File: config.mk
export PLATFORM = sky130hd
export DESIGN_NAME = wb_mailbox
export DESIGN_NICKNAME = d
export VERILOG_FILES = /design/src/rtl/wb_mailbox_pkg.sv /design/src/rtl/wb_mailbox_sync_fifo.sv /design/src/rtl/wb_mailbox.sv
export SDC_FILE = /design/constraint.sdc
export NUM_CORES = 1
export LEC_CHECK = 0
export ABC_CLOCK_PERIOD_IN_PS = 5230
export BUFFER_PORTS_ARGS = -buffer_cell sky130_fd_sc_hd__buf_2
export CAP_MARGIN = 25
export CORE_UTILIZATION = 59
export CTS_BUF_LIST = sky130_fd_sc_hd__clkbuf_8
export DETAILED_ROUTE_END_ITERATION = 10
export GPL_TIMING_DRIVEN = 1
export PLACE_DENSITY_LB_ADDON = 0.12
export RECOVER_POWER = 100
export REMOVE_ABC_BUFFERS = 1
export SKIP_CTS_REPAIR_TIMING = 1
export SLEW_MARGIN = 30
export SYNTH_ARGS = -nofsm -noshare
export SYNTH_HDL_FRONTEND = slang
export SYNTH_SLANG_ARGS = --single-unit
export TNS_END_PERCENT = 10
File: constraint.sdc
create_clock -name wb_clk_i -period 5.23 [get_ports wb_clk_i]
set_input_delay 1.046 -clock wb_clk_i [delete_from_list [all_inputs] [get_ports wb_clk_i]]
set_output_delay 1.046 -clock wb_clk_i [all_outputs]
set_load 0.02 [all_outputs]
File: src/rtl/wb_mailbox_pkg.sv
// Shared definitions for the Wishbone mailbox: register map, STATUS/CTRL
// bit positions, bus FSM states and the byte-lane masking helper.
package wb_mailbox_pkg;

   // Register index taken from wbs_adr_i[3:2].
   typedef enum logic [1:0] {
      REG_TXDATA = 2'd0,
      REG_RXDATA = 2'd1,
      REG_STATUS = 2'd2,
      REG_CTRL   = 2'd3
   } reg_e;

   // Wishbone slave handshake states.
   typedef enum logic {
      BUS_IDLE = 1'b0,
      BUS_ACK  = 1'b1
   } bus_state_e;

   // STATUS register layout.
   localparam int STAT_TX_FULL    = 0;
   localparam int STAT_TX_EMPTY   = 1;
   localparam int STAT_RX_FULL    = 2;
   localparam int STAT_RX_EMPTY   = 3;
   localparam int STAT_TX_OVF     = 4;
   localparam int STAT_RX_UNF     = 5;
   localparam int STAT_TX_CNT_LSB = 8;
   localparam int STAT_RX_CNT_LSB = 16;
   localparam int STAT_CNT_W      = 5;

   // CTRL register layout; both bits act as one-shot commands.
   localparam int CTRL_FLUSH      = 0;
   localparam int CTRL_CLR_STICKY = 1;

   // Zero every byte whose select lane is low.
   function automatic logic [31:0] lane_mask(input logic [31:0] data,
                                             input logic [3:0]  sel);
      logic [31:0] res;
      for (int b = 0; b < 4; b++) begin
         res[8*b +: 8] = sel[b] ? data[8*b +: 8] : 8'h00;
      end
      return res;
   endfunction

endpackage

File: src/rtl/wb_mailbox_sync_fifo.sv
// Single-clock first-word-fall-through FIFO. Full/empty are registered and
// reflect pre-edge state, so a push into a full FIFO is dropped even when a
// pop happens at the same edge. A flush overrides any push or pop.
module sync_fifo #(
   parameter int DEPTH = 8,
   parameter int WIDTH = 32
) (
   input  logic                     clk_i,
   input  logic                     rst_i,
   input  logic                     push_i,
   input  logic                     pop_i,
   input  logic                     flush_i,
   input  logic [WIDTH-1:0]         data_i,
   output logic [WIDTH-1:0]         data_o,
   output logic                     full_o,
   output logic                     empty_o,
   output logic [$clog2(DEPTH):0]   count_o
);

   localparam int AW = $clog2(DEPTH);
   localparam int CW = AW + 1;

   logic [WIDTH-1:0] mem_q [DEPTH];
   logic [AW-1:0]    wr_ptr_q;
   logic [AW-1:0]    rd_ptr_q;
   logic [CW-1:0]    count_q;
   logic [CW-1:0]    count_d;
   logic             full_q;
   logic             empty_q;
   logic             do_push;
   logic             do_pop;

   assign do_push = push_i & ~full_q  & ~flush_i;
   assign do_pop  = pop_i  & ~empty_q & ~flush_i;

   // Next occupancy: flush clears, simultaneous push and pop cancel out.
   always_comb begin
      // NOTE: default assignment first so no path leaves count_d unassigned (no latch).
      count_d = count_q;
      if (flush_i) begin
         count_d = '0;
      end else if (do_push && !do_pop) begin
         count_d = count_q + CW'(1);
      end else if (do_pop && !do_push) begin
         count_d = count_q - CW'(1);
      end
   end

   // Pointers, occupancy and the registered full/empty flags.
   always_ff @(posedge clk_i or posedge rst_i) begin
      if (rst_i) begin
         wr_ptr_q <= '0;
         rd_ptr_q <= '0;
         count_q  <= '0;
         full_q   <= 1'b0;
         empty_q  <= 1'b1;
      end else begin
         // NOTE: non-blocking assignments so every register here sees pre-edge values.
         if (flush_i) begin
            wr_ptr_q <= '0;
            rd_ptr_q <= '0;
         end else begin
            if (do_push) wr_ptr_q <= wr_ptr_q + AW'(1);
            if (do_pop)  rd_ptr_q <= rd_ptr_q + AW'(1);
         end
         count_q <= count_d;
         full_q  <= (count_d == CW'(DEPTH));
         empty_q <= (count_d == '0);
      end
   end

   // Storage array, written on an accepted push.
   // NOTE: the array is deliberately not reset; data_o is forced to 0 while empty,
   // so stale or uninitialised contents can never reach the output.
   always_ff @(posedge clk_i) begin
      if (do_push) mem_q[wr_ptr_q] <= data_i;
   end

   assign data_o  = empty_q ? '0 : mem_q[rd_ptr_q];
   assign full_o  = full_q;
   assign empty_o = empty_q;
   assign count_o = count_q;

endmodule

File: src/rtl/wb_mailbox.sv
// Wishbone slave mailbox between the management SoC and the Patmos core.
// TX FIFO: host writes, core drains. RX FIFO: core fills, host reads.
// Every accepted access is acknowledged one cycle later and commits all of
// its side effects at the accepting edge.
module wb_mailbox
   import wb_mailbox_pkg::*;
#(
   parameter logic [31:0] BASE  = 32'h3000_0000,
   parameter int          DEPTH = 8
) (
   input  logic        wb_clk_i,
   input  logic        wb_rst_i,
   input  logic        wbs_stb_i,
   input  logic        wbs_cyc_i,
   input  logic        wbs_we_i,
   input  logic [3:0]  wbs_sel_i,
   input  logic [31:0] wbs_dat_i,
   input  logic [31:0] wbs_adr_i,
   output logic        wbs_ack_o,
   output logic [31:0] wbs_dat_o,
   output logic [31:0] core_rd_data,
   output logic        core_rd_valid,
   input  logic        core_rd_ready,
   input  logic [31:0] core_wr_data,
   input  logic        core_wr_valid,
   output logic        core_wr_ready,
   output logic        irq
);

   localparam int CW = $clog2(DEPTH) + 1;

   // Bus decode.
   logic        hit;
   logic        accept;
   reg_e        reg_idx;
   logic        wr_tx;
   logic        rd_rx;
   logic        wr_ctrl;
   logic        flush;
   logic        clr_sticky;
   logic        unused_adr;

   // FIFO interfaces.
   logic [31:0]   tx_push_data;
   logic          tx_pop;
   logic          tx_full;
   logic          tx_empty;
   logic [CW-1:0] tx_count;
   logic          rx_push;
   logic [31:0]   rx_head;
   logic          rx_full;
   logic          rx_empty;
   logic [CW-1:0] rx_count;

   // Bus FSM, sticky flags and read path.
   bus_state_e  state_q;
   logic        ack_q;
   logic [31:0] dat_q;
   logic        tx_ovf_q;
   logic        rx_unf_q;
   logic [31:0] status_d;
   logic [31:0] rdata_d;

   assign hit     = wbs_stb_i & wbs_cyc_i & (wbs_adr_i[31:4] == BASE[31:4]);
   assign accept  = hit & (state_q == BUS_IDLE);
   assign reg_idx = reg_e'(wbs_adr_i[3:2]);

   assign wr_tx      = accept &  wbs_we_i & (reg_idx == REG_TXDATA);
   assign rd_rx      = accept & ~wbs_we_i & (reg_idx == REG_RXDATA);
   assign wr_ctrl    = accept &  wbs_we_i & (reg_idx == REG_CTRL);
   assign flush      = wr_ctrl & wbs_dat_i[CTRL_FLUSH];
   assign clr_sticky = wr_ctrl & wbs_dat_i[CTRL_CLR_STICKY];

   // Byte offset bits below word granularity carry no meaning here.
   assign unused_adr = ^wbs_adr_i[1:0];

   assign tx_push_data = lane_mask(wbs_dat_i, wbs_sel_i);
   assign tx_pop       = core_rd_valid & core_rd_ready;
   assign rx_push      = core_wr_valid & core_wr_ready;

   sync_fifo #(
      .DEPTH (DEPTH),
      .WIDTH (32)
   ) u_tx_fifo (
      .clk_i   (wb_clk_i),
      .rst_i   (wb_rst_i),
      .push_i  (wr_tx),
      .pop_i   (tx_pop),
      .flush_i (flush),
      .data_i  (tx_push_data),
      .data_o  (core_rd_data),
      .full_o  (tx_full),
      .empty_o (tx_empty),
      .count_o (tx_count)
   );

   sync_fifo #(
      .DEPTH (DEPTH),
      .WIDTH (32)
   ) u_rx_fifo (
      .clk_i   (wb_clk_i),
      .rst_i   (wb_rst_i),
      .push_i  (rx_push),
      .pop_i   (rd_rx),
      .flush_i (flush),
      .data_i  (core_wr_data),
      .data_o  (rx_head),
      .full_o  (rx_full),
      .empty_o (rx_empty),
      .count_o (rx_count)
   );

   // STATUS word assembled from FIFO flags, counts and sticky bits.
   always_comb begin
      status_d                              = '0;
      status_d[STAT_TX_FULL]                = tx_full;
      status_d[STAT_TX_EMPTY]               = tx_empty;
      status_d[STAT_RX_FULL]                = rx_full;
      status_d[STAT_RX_EMPTY]               = rx_empty;
      status_d[STAT_TX_OVF]                 = tx_ovf_q;
      status_d[STAT_RX_UNF]                 = rx_unf_q;
      status_d[STAT_TX_CNT_LSB +: CW]       = tx_count;
      status_d[STAT_RX_CNT_LSB +: CW]       = rx_count;
   end

   // Read mux: write-only registers and all writes return 0.
   always_comb begin
      rdata_d = '0;
      if (!wbs_we_i) begin
         case (reg_idx)
            REG_RXDATA: rdata_d = rx_head;
            REG_STATUS: rdata_d = status_d;
            default:    rdata_d = '0;
         endcase
      end
   end

   // Wishbone handshake: accept in IDLE, one-cycle ack, always back to IDLE.
   always_ff @(posedge wb_clk_i or posedge wb_rst_i) begin
      if (wb_rst_i) begin
         state_q <= BUS_IDLE;
         ack_q   <= 1'b0;
         dat_q   <= '0;
      end else begin
         case (state_q)
            BUS_IDLE: begin
               if (hit) begin
                  state_q <= BUS_ACK;
                  ack_q   <= 1'b1;
                  dat_q   <= rdata_d;
               end
            end
            BUS_ACK: begin
               state_q <= BUS_IDLE;
               ack_q   <= 1'b0;
            end
         endcase
      end
   end

   // Sticky error flags: set by a dropped push or an empty read, cleared via CTRL.
   always_ff @(posedge wb_clk_i or posedge wb_rst_i) begin
      if (wb_rst_i) begin
         tx_ovf_q <= 1'b0;
         rx_unf_q <= 1'b0;
      end else if (clr_sticky) begin
         tx_ovf_q <= 1'b0;
         rx_unf_q <= 1'b0;
      end else begin
         if (wr_tx && tx_full)  tx_ovf_q <= 1'b1;
         if (rd_rx && rx_empty) rx_unf_q <= 1'b1;
      end
   end

   assign wbs_ack_o     = ack_q;
   assign wbs_dat_o     = dat_q;
   assign core_rd_valid = ~tx_empty;
   assign core_wr_ready = ~rx_full;
   assign irq           = ~rx_empty;

endmodule

# --- Word level (Yosys, flattened, before mapping) ---
# Memory sizes are Yosys's and may differ from the RTL's.
# Cells that the tools add are included.
classes:
  n_addsub: 8
  n_eq_ne: 7
  n_mux: 34
  bitwise: 27
  n_reduce_logical: 20
ops:
  columns: ["operator", "count"]
  rows:
  - ["$mux 32", 3]
  - ["$pmux 32 s2", 1]
  - ["$mux 8", 4]
  - ["$eq 28x26->1 const B", 1]
  - ["$mux 3", 8]
  - ["$mux 4", 6]
  - ["$and 1x1->1", 20]
  - ["$add 3x1->3 const B", 4]
  - ["$reduce_bool 2->1", 6]
  - ["$mux 1", 10]
  - ["$add 4x1->4 const B", 2]
  - ["$eq 4x4->1 const B", 2]
  - ["$logic_not 4->1", 2]
  - ["$sub 4x1->4 const B", 2]
  - ["$not 1->1", 7]
  - ["$logic_and 1x1->1", 6]
  - ["$eq 2x2->1 const B", 2]
  - ["$logic_not 1->1", 4]
  - ["$pmux 1 s2", 2]
  - ["$eq 2x1->1 const B", 1]
  - ["$logic_not 2->1", 1]
  - ["$ne 2x2->1 const B", 1]
  - ["$reduce_and 2->1", 1]
word_totals:
  register_bits: 60
  ramBits: 512
  inputBits: 107
  out_inout_bits: 68
  word_cells: 113
  n_memories: 2
mem_list:
  columns: ["name", "words", "word_bits", "read_ports", "rd_ports_with_merged_regs", "write_ports", "line_no", "rtl"]
  rows:
  - ["u_rx_fifo.mem_q", 8, 32, 1, 0, 1, "wb_mailbox_sync_fifo.sv:23", "logic [WIDTH-1:0] mem_q [DEPTH];"]
  - ["u_tx_fifo.mem_q", 8, 32, 1, 0, 1, "wb_mailbox_sync_fifo.sv:23", null]

# --- Logic depth before layout (Yosys ltp) ---
# Gate-level depths: netlist of the first run.
depth:
  depth_word: 14
  ltp_mapped: 10
  depth_no_buf: 9

# --- Cells and area by module ---
# Synthesis of the first run repeated with hierarchy kept, for this count alone.
unflattened:
  cells_unflattened: 1203
  hier_area_um2: 22947.0
modules_own_cells:
  columns: ["mod", "n_inst", "cells_each", "area_each_um2", "seq_area_each_um2"]
  rows:
  - ["sync_fifo (u_rx_fifo)", 1, 491, 10452.5, 7988.9]
  - ["sync_fifo (u_tx_fifo)", 1, 492, 10442.5, 7988.9]
  - ["wb_mailbox", 1, 220, 2052.0, 900.9]

# --- Least setup slack after synthesis of the first run ---
# No wires, ideal clock.
synth_timing:
  kind: "input-to-reg"
  startpoint: "input wbs_adr_i[11]"
  endpoint: "memory u_tx_fifo.mem_q[0][0], enable pin"
  t_arrival_ns: 4.692
  path_slack_ns: 0.077
  cell_stages: 7
  n_path_buf: 1
  cell_sequence: "nor4_2 -> nand2_2 -> or3_1 -> buf_6 -> nor3_1 -> nand2b_1 -> nor3_1"
synth_via:
  elab_chain_cells: 10
synth_rtl:
  columns: ["item", "line_no", "rtl"]
  rows:
  - ["start: declaration", "wb_mailbox.sv:18", "input logic [31:0] wbs_adr_i,"]
  - ["$eq 28x26->1 (*)", "wb_mailbox.sv:64", "assign hit = wbs_stb_i & wbs_cyc_i & (wbs_adr_i[31:4] == BASE[31:4]);"]
  - ["$and 1x1->1 (*)", "wb_mailbox.sv:64", null]
  - ["$and 1x1->1 (*)", "wb_mailbox.sv:65", "assign accept = hit & (state_q == BUS_IDLE);"]
  - ["$and 1x1->1 (*)", "wb_mailbox.sv:68, wb_mailbox.sv:70", null]
  - ["$and 1x1->1", "wb_mailbox.sv:70", "assign wr_ctrl = accept & wbs_we_i & (reg_idx == REG_CTRL);"]
  - ["$and 1x1->1", "wb_mailbox.sv:71", "assign flush = wr_ctrl & wbs_dat_i[CTRL_FLUSH];"]
  - ["$not 1->1", "wb_mailbox_sync_fifo.sv:33", "assign do_push = push_i & ~full_q & ~flush_i;"]
  - ["$and 1x1->1 (*)", "wb_mailbox_sync_fifo.sv:33", null]
  - ["$mux 1 (*)", "wb_mailbox_sync_fifo.sv:76", "if (do_push) mem_q[wr_ptr_q] <= data_i;"]
  - ["$mux 1 (implied by the code) (*)", "wb_mailbox_sync_fifo.sv:76", null]
  - ["end: declaration", "wb_mailbox_sync_fifo.sv:23", null]
# Every way passes the cells marked *; elsewhere a longest branch is shown, timed or not.

# --- Worst setup path in the final report of the first run ---
layout_timing:
  startpoint: "input wbs_adr_i[5]"
  endpoint: "memory u_tx_fifo.mem_q[3][27], enable pin"
# Same word-level chain as after synthesis.

==> results of run 1 <==
-- cells in the mapped netlist (2+ instances only) --
cell         n  area (um^2)
a21oi_1     23          115
a2bb2oi_1    2         17.5
a41oi_1      2         17.5
and2_1      33          206
buf_1        6         22.5
buf_2       14         70.1
buf_6        2         22.5
clkbuf_1    32          120
dfrtp_1     58         1450
dfstp_2      2         52.6
edfxtp_1   512        15400
ha_1        12          150
inv_1       14         52.6
mux2_2       2         22.5
mux2i_1     65          651
mux4_2     128         2880
nand2_1     58          218
nand2_2      2         12.5
nand2b_1     6         37.5
nand4_1      6         37.5
nor2_1      67          251
nor2b_1      4         25.0
nor3_1       7         35.0
nor3b_1      2         15.0
nor4_1       8         50.1
nor4_2       5         62.6
nor4b_1      2         17.5
nor4b_2      2         30.0
o21ai_0     38          190
o21ai_2     10         87.6
or3_1        2         12.5
xnor2_1      6         52.6
xor2_1       3         26.3
-- kinds of logic after synthesis --
family / Yosys count
buf+inv: 70
fa+ha+maj: 13
simple gates: 217
flops: 572
xor+xnor: 9
compound gates: 84
mux: 195
-- final cells by class --
type	count	area (um^2)	share of cell area
Clock buffer	98	1350	0.0528
Tap cell	511	639	0.0250
Sequential cell	572	16900	0.661
Timing Repair Buffer	203	943	0.0369
Multi-Input combinational cell	518	5380	0.211
Inverter	15	57.6	0.00225
Clock inverter	64	275	0.0108
-- worst max-delay path by stage --
stage                     slack [ns]                                to
final                           0.84  u_tx_fifo.mem_q[3][27]$_DFFE_PP_
after global routing            0.59                  core_rd_data[10]
after CTS                       1.02                  core_rd_data[10]
after detailed placement        0.95  u_tx_fifo.mem_q[6][18]$_DFFE_PP_
after global placement          1.02         wbs_dat_o[27]$_DFFE_PP0N_
after floorplan                -0.31   u_tx_fifo.mem_q[0][0]$_DFFE_PP_
-- worst register-to-register path: stages (launching register included) --
cell	delay, ns
dfrtp_1	0.46
nor4b_2	0.24
nand4_1	0.36
or3_2	0.56
nor3_1	0.39
nand2_1	0.24
nor2_1	0.85
clkbuf_2	0.80
-- metrics by stage --
stage,setup TNS (ns),cells,util
6_report,0,1981,0.676
5_1_grt,0,1981,0.676
4_1_cts,0,1980,0.687
3_5_place_dp,0,1818,0.644
3_3_place_gp,0,1818,0.644
2_1_floorplan,-19.48,1105,-
-- power by group --
group          leakage (nW)  switching (mW)  internal (mW)
logic                  2.33            1.16          0.882
clock network         0.948            1.64           1.72
registers              5.35           0.261           5.36
-- routing by layer --
| layer | track usage | part of all wire |
|---|---|---|
| met5 | 0 | 0.00078 |
| met4 | 0.0758 | 0.020 |
| met3 | 0.0509 | 0.057 |
| met2 | 0.404 | 0.50 |
| met1 | 0.329 | 0.42 |
-- registers in the layout, indices dropped and copies added (netlist names), 3 cells and up --
signal,count
u_tx_fifo.mem_q,256
u_tx_fifo.rd_ptr_q,3
u_rx_fifo.mem_q,256
u_rx_fifo.wr_ptr_q,3
u_rx_fifo.count_o,4
u_rx_fifo.rd_ptr_q,3
u_tx_fifo.wr_ptr_q,3
u_tx_fifo.count_o,4
wbs_dat_o,32
==> metrics.txt, run 1 <==
status complete, but fails checks; failing checks max-capacitance violations, max-slew violations; post-synthesis simple-gate area fraction 0.0507; clock latency at the later pin of the worst-skew pair 0.65 ns; CP Data Required Time 5.49 ns; die area 0.0392 mm^2; sequential area share after synthesis 0.745; commonest non-fill, non-tap cell in the layout edfxtp_1; startpoint types input port; r2r endpoint u_tx_fifo.mem_q[3][27]$_DFFE_PP_; Final nets 1519; peak supply drop 0.000258 V; diode count 0; Worst path slowest cell nor2_1; Die Y 198 um; clk_skew 0.0259 ns; Remaining DRCs 0; final setup vio count 0; # rows 71; CP Capture Type flip-flop; Bufs and invs on worst path 2; clock root cell clkbuf_8; starting DRC count in detailed routing 651; Final min period 4.39 ns; Hold/Removal Path Class flip-flop to flip-flop; Synth Instances 1160; Area after DPL 0.0243 mm^2; H-tree Lvls 3; f_max 228 MHz; fraction of registers with async set/reset 0.105; design area 0.0255 mm^2; setup slack after layout 0.837 ns; Tot Pwr 11.0 mW; max-slew violations 201; hold_ws 0.476 ns; largest stage delay on the critical path 0.85 ns; Netlist cell types 58; Vias per Instance 5.86; CTS sink cnt 572; die width 198 um; critical path depth 8; synthesis-stage register bit count 572; CTS Buffer Depth 3; flop-to-flop setup slack 0.96 ns; r2r startpoint state_q$_DFF_PP0_; Area Growth Syn to Fin 12.8%; largest net degree at the start of global routing 48; Netlist Area Pre-Place 0.0226 mm^2; initial antenna violation count 3; first-pass GRT wire length 69500 um; total global routing overflow 0; routed via count 11.6k; R2R depth 7; total CTS buffers 90; max-cap viol count 9; syn_area_per_cell 19.5 um^2; # port buffers 172; num ports 175; final hold vios 0; Worst slew margin -0.893; crit path max fanout 24; Synth Flop Type edfxtp_1; Crit path arrival time 4.65 ns; Slew @ Worst Pin 2.84 ns; hold wc startpoint wbs_dat_o[12]$_DFFE_PP0N_; fin crit share 0.840; final wirelength 46000 um; hold path endpoint wbs_dat_o[12]$_DFFE_PP0N_; xor-xnor portion of the synthesized cell area 0.00348; clk slew on worst S/H paths 0.06 ns; RSZ-0062 raised after global routing no; mux contribution to synthesized area 0.157; Initial Util 0.600; overall fraction of global-route tracks in use 0.244; most frequent cells in the layout edfxtp_1, mux4_2, clkbuf_1, clkbuf_8, buf_2; Pleak 8.63 nW; EDFF count, synth 512; cell family contributing the most delay on the critical path simple AND/OR/NAND/NOR gates; largest family of logic cells by synthesized area multiplexers; kind of critical path input port to flip-flop; antenna-violating nets left 0; critical-path cell list buf_2 -> nor4_1 -> nand4_1 -> or3_2 -> nor3_1 -> nand2_1 -> nor2_1 -> clkbuf_2; hold path cells 2; final weighted congestion in routability-driven placement 0.776; Synth Warn # 0; Synth Area in Adders 0.00707; Critical Path Start wbs_adr_i[5]; detailed-route wire length per cell 23.2 um; Pwr per Cell Area 432 mW/mm^2; compound-cell area share of the yosys netlist 0.0231; dpl hpwl 26700 um; vias in the first global route 12.1k; Fillers 2647; layout cells sized above 1 0.243; TritonCTS clock tree yes; Place WS 0.954 ns; first drt pass iteration count 5; Core Area 0.0378 mm^2
(Power assumes the default switching activity.)
==> inputs of run 2 (changes only) <==
--- a/config.mk
+++ b/config.mk
@@ -5,7 +5,7 @@
 export SDC_FILE = /design/constraint.sdc
 export NUM_CORES = 1
 export LEC_CHECK = 0
-export ABC_CLOCK_PERIOD_IN_PS = 5230
+export ABC_CLOCK_PERIOD_IN_PS = 4100
 export BUFFER_PORTS_ARGS = -buffer_cell sky130_fd_sc_hd__buf_2
 export CAP_MARGIN = 25
 export CORE_UTILIZATION = 59
==> constraint.sdc (replaced) <==
create_clock -name wb_clk_i -period 4.1 [get_ports wb_clk_i]
set_input_delay 0.82 -clock wb_clk_i [delete_from_list [all_inputs] [get_ports wb_clk_i]]
set_output_delay 0.82 -clock wb_clk_i [all_outputs]
set_load 0.02 [all_outputs]
==> run 2 against run 1 <==
The run still ends with max-capacitance violations, max-slew violations left. Hold slack worse by 0.25 ns. Power is 28% higher. Global-route usage is 0.56 points lower. Sequential power is 27% higher. Via count is 0.41% lower. Critical endpoint is now core_rd_data[1].
==> metrics.txt, run 2 (same netlist as run 1, synthesis figures left out) <==
met2 Track Usage GR 0.407 (+0.00235); diode count 0 (unchanged); first-pass GRT wire length 67700 um (-2.5%); critical-path cell list nor2_1 -> clkbuf_1; design area 0.0256 mm^2 (+0.27%); max-slew violations 91 (-55%); Remaining DRCs 0 (unchanged); met3 Resource Use GR 0.0508 (-0.000170); Initial Util 0.600 (unchanged); routed via count 11.6k (-0.41%); failing checks max-capacitance violations, max-slew violations; TritonCTS clock tree yes; final weighted congestion in routability-driven placement 0.793 (+2.2%); H-tree Lvls 3 (unchanged); R2R depth 7 (unchanged); Area Growth Syn to Fin 13.1%; CTS sink cnt 572 (unchanged); Core Area 0.0378 mm^2 (unchanged); Most Crowded Layer GR met2; max-cap viol count 3 (-6); flop-to-flop setup slack 0.32 ns (-0.64 ns); clock root cell clkbuf_8; Area after DPL 0.0244 mm^2 (+0.42%); final wirelength 45200 um (-1.7%); startpoint types flip-flop; peak supply drop 0.000331 V (+28%); Post-Place Cells 1825 (+0.39%); Internal 10.2 mW (+28%); part of the power in combinational logic 0.190 (+0.005); cell family contributing the most delay on the critical path flip-flops; Clk pwr share 0.305 (about the same); vias in the first global route 12.0k (-1.2%); Die Y 198 um (unchanged); f_max 264 MHz; r2r startpoint state_q$_DFF_PP0_; RSZ-0062 raised after global routing no; starting DRC count in detailed routing 707 (+8.6%); switching share of total power 0.275 (-0.00246); final setup vio count 0 (unchanged); sequential share of power 0.505 (-0.005); Crit path arrival time 2.96 ns (-1.69 ns); Slew @ Worst Pin 1.79 ns (-1.05 ns); commonest non-fill, non-tap cell in the layout edfxtp_1; Worst path slowest cell dfstp_1; total CTS buffers 86 (-4.4%); num ports 175 (unchanged); total global routing overflow 0 (unchanged); r2r endpoint u_tx_fifo.mem_q[1][27]$_DFFE_PP_; antenna-violating nets left 0 (unchanged); fin crit share 0.923; Vias per Instance 5.83 (-0.51%); clock latency at the later pin of the worst-skew pair 0.65 ns (about the same); first drt pass iteration count 5 (unchanged); Net Sw Power 3.88 mW (+27%); most frequent cells in the layout edfxtp_1, mux4_2, clkbuf_1, clkbuf_8, buf_2; # rows 71 (unchanged); Final min period 3.78 ns; clk slew on worst S/H paths 0.06 ns (about the same); Pleak 8.70 nW (+0.86%); Bufs and invs on worst path 1 (-1); crit path max fanout 35 (+46%); status complete, but fails checks; met1 GRT Util 0.306 (-0.0229); overall fraction of global-route tracks in use 0.239 (-0.00560); largest net degree at the start of global routing 65 (+35%); final hold vios 0 (unchanged); die area 0.0392 mm^2 (unchanged); Worst slew margin -0.195 (+0.697); fin util 0.678 (+0.00182); detailed-route wire length per cell 22.8 um (-1.8%); CP Data Required Time 3.28 ns (-2.21 ns); final cell count without fillers 1983 (+0.10%); clk_skew 0.0138 ns (-0.0121 ns); # port buffers 172 (unchanged); Hold/Removal Path Class input port to async pin; initial antenna violation count 3 (unchanged); kind of critical path flip-flop to output pin; Final nets 1522 (+0.20%); CP Capture Type output pin; largest stage delay on the critical path 1.71 ns (+0.86 ns); die width 198 um (unchanged); CTS Buffer Depth 3 (unchanged); Pwr per Cell Area 550 mW/mm^2 (+28%); dpl hpwl 27000 um (+1.1%); layout cells sized above 1 0.251 (+0.00850)
run 2: cell count changes in the layout (fill, tap and decap cells not counted), sizes merged:
cell	before	now
buf	83	86
bufinv	0	1
clkbuf	218	221
clkinv	25	24
clkinvlp	5	3
inv	49	47
run 2: layout make-up:
cell class / count / area [um^2]
well taps: 511 / 639
clock inverters: 60 / 283
fillers: 2594 / 12100
repair buffers: 210 / 977
inverters: 15 / 57.6
clock buffers: 97 / 1340
flip-flops and latches: 572 / 16900
multi-input cells: 518 / 5420
run 2: how the worst max path moves through the flow:
stage / startpoint / end / cells after the start
finish: u_tx_fifo.empty_o$_DFF_PP1_ / core_rd_data[1] / 2
global route: state_q$_DFF_PP0_ / u_tx_fifo.mem_q[3][5]$_DFFE_PP_ / 7
CTS: u_tx_fifo.rd_ptr_q[0]$_DFFE_PP0P_ / core_rd_data[26] / 5
detailed placement: wbs_adr_i[5] / u_tx_fifo.mem_q[0][23]$_DFFE_PP_ / 8
global placement: wbs_adr_i[5] / u_tx_fifo.mem_q[0][24]$_DFFE_PP_ / 8
floorplan: wbs_adr_i[11] / u_tx_fifo.mem_q[0][0]$_DFFE_PP_ / 6
run 2: metal layers:
metal  share of wire  vias up  wire, um
met1            0.41     5967     18600
met5         0.00075        -        34
met3           0.057       84      2600
met2            0.51      345     23100
li1                -     5150         -
met4           0.020        6       909
run 2: through the flow:
stage	hold slack, ns	worst slack, ns	setup TNS, ns	power, mW
finish	0.224	0.317	0	14.1
global route	0.236	0.117	0	14.7
CTS	0.0924	0.310	0	14.4
detailed placement	0.466	0.290	0	10.1
global placement	0.458	0.300	0	10.0
floorplan	0.478	-1.22	-159.10	9.17
run 2: power groups by stage:
stage,clock network (mW),registers (mW),logic [mW]
after floorplan,0,7.33,1.84
after global placement,0,7.21,2.81
final,4.30,7.12,2.68
after CTS,4.41,7.12,2.85
after detailed placement,0,7.23,2.84
after global routing,4.63,7.16,2.92
run 2: worst register-to-register path: stages (launching register included):
cell and delay, ns:
dfrtp_1 0.45, nor4b_1 0.28, nand4_1 0.40, or3_2 0.56
nor3_1 0.40, nand2_1 0.27, nor3_1 0.24, clkbuf_1 0.77
==> inputs of run 3 (changes only) <==
--- a/config.mk
+++ b/config.mk
@@ -8,7 +8,7 @@
 export ABC_CLOCK_PERIOD_IN_PS = 4100
 export BUFFER_PORTS_ARGS = -buffer_cell sky130_fd_sc_hd__buf_2
 export CAP_MARGIN = 25
-export CORE_UTILIZATION = 59
+export CORE_UTILIZATION = 60
 export CTS_BUF_LIST = sky130_fd_sc_hd__clkbuf_8
 export DETAILED_ROUTE_END_ITERATION = 10
 export GPL_TIMING_DRIVEN = 1
==> run 3 against run 2 <==
The run still ends with max-capacitance violations, max-slew violations left. Clock-buffer cell count is 6 lower. Non-clock buffer count is 2 lower. Sequential share of layout area is 0.079 points lower. Largest cell class unchanged. Largest power group unchanged. Setup slack better by 0.12 ns. Power is 0.16% lower. Combinational power is 1% higher. Wire length is 1.5% higher. Sequential power hardly changed. Sequential cell count stayed put. Utilization is 1.7 points higher. Hold slack better by 0.16 ns. Register-to-register slack better by 0.13 ns. Critical path type unchanged.
==> metrics.txt, run 3 (same netlist as run 1, synthesis figures left out) <==
Area Growth Syn to Fin 13.2% (about the same); Slew @ Worst Pin 2.14 ns (+0.346 ns); Final min period 3.66 ns (-0.121 ns); max-cap viol count 5 (+2); Internal 10.1 mW (-0.73%); sequential share of power 0.506 (about the same); total CTS buffers 88 (+2.3%); most frequent cells in the layout edfxtp_1, mux4_2, clkbuf_1, clkbuf_8, buf_2; Crit path arrival time 2.84 ns (-0.12 ns); starting DRC count in detailed routing 731 (+3.4%); first drt pass iteration count 5 (unchanged); Initial Util 0.614 (+0.0143); vias in the first global route 12.2k (+1.8%); TritonCTS clock tree yes; final weighted congestion in routability-driven placement 0.797 (+0.48%); Die Y 196 um (-0.83%); r2r startpoint state_q$_DFF_PP0_; flop-to-flop setup slack 0.45 ns (+0.13 ns); f_max 273 MHz (+3.3%); clock latency at the later pin of the worst-skew pair 0.64 ns (about the same); Vias per Instance 5.85 (+0.38%); H-tree Lvls 3 (unchanged); CP Capture Type output pin; # rows 70 (-1.4%); switching share of total power 0.280 (+0.00415); initial antenna violation count 3 (unchanged); commonest non-fill, non-tap cell in the layout edfxtp_1; antenna-violating nets left 0 (unchanged); startpoint types flip-flop; final setup vio count 0 (unchanged); max-slew violations 80 (-12%); total global routing overflow 0 (unchanged); Fillers 2425 (-6.5%); first-pass GRT wire length 70100 um (+3.5%); largest net degree at the start of global routing 48 (-26%); dpl hpwl 27200 um (+0.68%); crit path max fanout 19 (-46%); die area 0.0385 mm^2 (-1.7%); routed via count 11.6k (+0.23%); R2R depth 7 (unchanged); part of the power in combinational logic 0.193 (+0.003); clock root cell clkbuf_8; detailed-route wire length per cell 23.2 um (+1.6%); clk slew on worst S/H paths 0.07 ns (about the same); layout cells sized above 1 0.250 (-0.00102); Pleak 8.74 nW (+0.40%); clk_skew 0.0283 ns (+0.0145 ns); final wirelength 45800 um (+1.5%); Critical Path Start u_tx_fifo.rd_ptr_q[1]$_DFFE_PP0P_; # port buffers 172 (unchanged); Hold/Removal Path Class input port to async pin; peak supply drop 0.000324 V (-2.4%); overall fraction of global-route tracks in use 0.249 (+0.0103); CTS sink cnt 572 (unchanged); failing checks max-capacitance violations, max-slew violations; num ports 175 (unchanged); CTS Buffer Depth 3 (unchanged); RSZ-0062 raised after global routing no; worst setup path endpoint core_rd_data[4]; Final nets 1522 (unchanged); Clk pwr share 0.301 (-0.004); Core Area 0.0369 mm^2 (-2.3%); Pwr per Cell Area 549 mW/mm^2 (-0.26%); Tot Pwr 14.1 mW (-0.16%); r2r endpoint u_tx_fifo.mem_q[0][8]$_DFFE_PP_; status complete, but fails checks; Remaining DRCs 0 (unchanged); CP Data Required Time 3.28 ns (about the same); kind of critical path flip-flop to output pin; Worst slew margin -0.431 (-0.236); final hold vios 0 (unchanged); die width 196 um (-0.83%); fin crit share 0.893 (-0.0295); Net Sw Power 3.93 mW (+1.3%); Setup TNS 0 ns (unchanged)
[run 3: power groups by stage]
stage / clock, mW / combinational (mW) / sequential, mW
6_report: 4.24 / 2.72 / 7.12
5_1_grt: 4.58 / 2.96 / 7.16
4_1_cts: 4.33 / 2.89 / 7.11
3_5_place_dp: 0 / 2.88 / 7.23
3_3_place_gp: 0 / 2.85 / 7.20
2_1_floorplan: 0 / 1.84 / 7.33
[run 3: cell type report]
type,instances,area [um^2],share of cell area
Clock buffer,91,1250,0.0489
Clock inverter,70,330,0.0129
Timing Repair Buffer,208,1030,0.0403
Tap cell,504,631,0.0246
Multi-Input combinational cell,518,5440,0.212
Antenna cell,2,5.00,0.000195
Sequential cell,572,16900,0.659
Inverter,15,57.6,0.00225
[run 3: worst min path at each step]
stage | from | endpoint | slack, ns | depth (start not counted)
detailed placement | wbs_dat_o[30]$_DFFE_PP0N_ | wbs_dat_o[30]$_DFFE_PP0N_ | 0.46 | 2
finish | wb_rst_i | u_tx_fifo.count_o[1]$_DFF_PP0_ | 0.39 | 2
global route | wb_rst_i | u_tx_fifo.count_o[1]$_DFF_PP0_ | 0.41 | 2
CTS | wb_rst_i | u_tx_fifo.count_o[1]$_DFF_PP0_ | 0.18 | 2
global placement | wbs_dat_o[30]$_DFFE_PP0N_ | wbs_dat_o[30]$_DFFE_PP0N_ | 0.46 | 2
floorplan | state_q$_DFF_PP0_ | wbs_ack_o$_DFFE_PP0P_ | 0.48 | 1
[run 3: metal layers]
metal | wire [um] | GRT usage | vias to the layer above
li1 | - | - | 5158
met1 | 18800 | 0.318 | 5993
met2 | 23600 | 0.426 | 344
met3 | 2520 | 0.0521 | 81
met4 | 976 | 0.0888 | 2
met5 | 11 | 0 | -
[run 3: per-stage QoR]
step	area (um^2)	hold WS (ns)	worst slack [ns]	util	cells
3_3_place_gp	24400	0.460	0.338	0.662	1816
5_1_grt	25600	0.413	0.244	0.695	1979
2_1_floorplan	22400	0.478	-1.22	-	1105
6_report	25600	0.388	0.438	0.695	1980
4_1_cts	26000	0.185	0.537	0.705	1977
3_5_place_dp	24400	0.462	0.315	0.662	1816
[run 3: critical path: stages, from the launching register on]
cell      delay (ns)
dfrtp_1         0.95
buf_4           0.40
mux4_2          0.34
mux2i_1         0.19
nor2_1          0.09
clkbuf_1        0.22
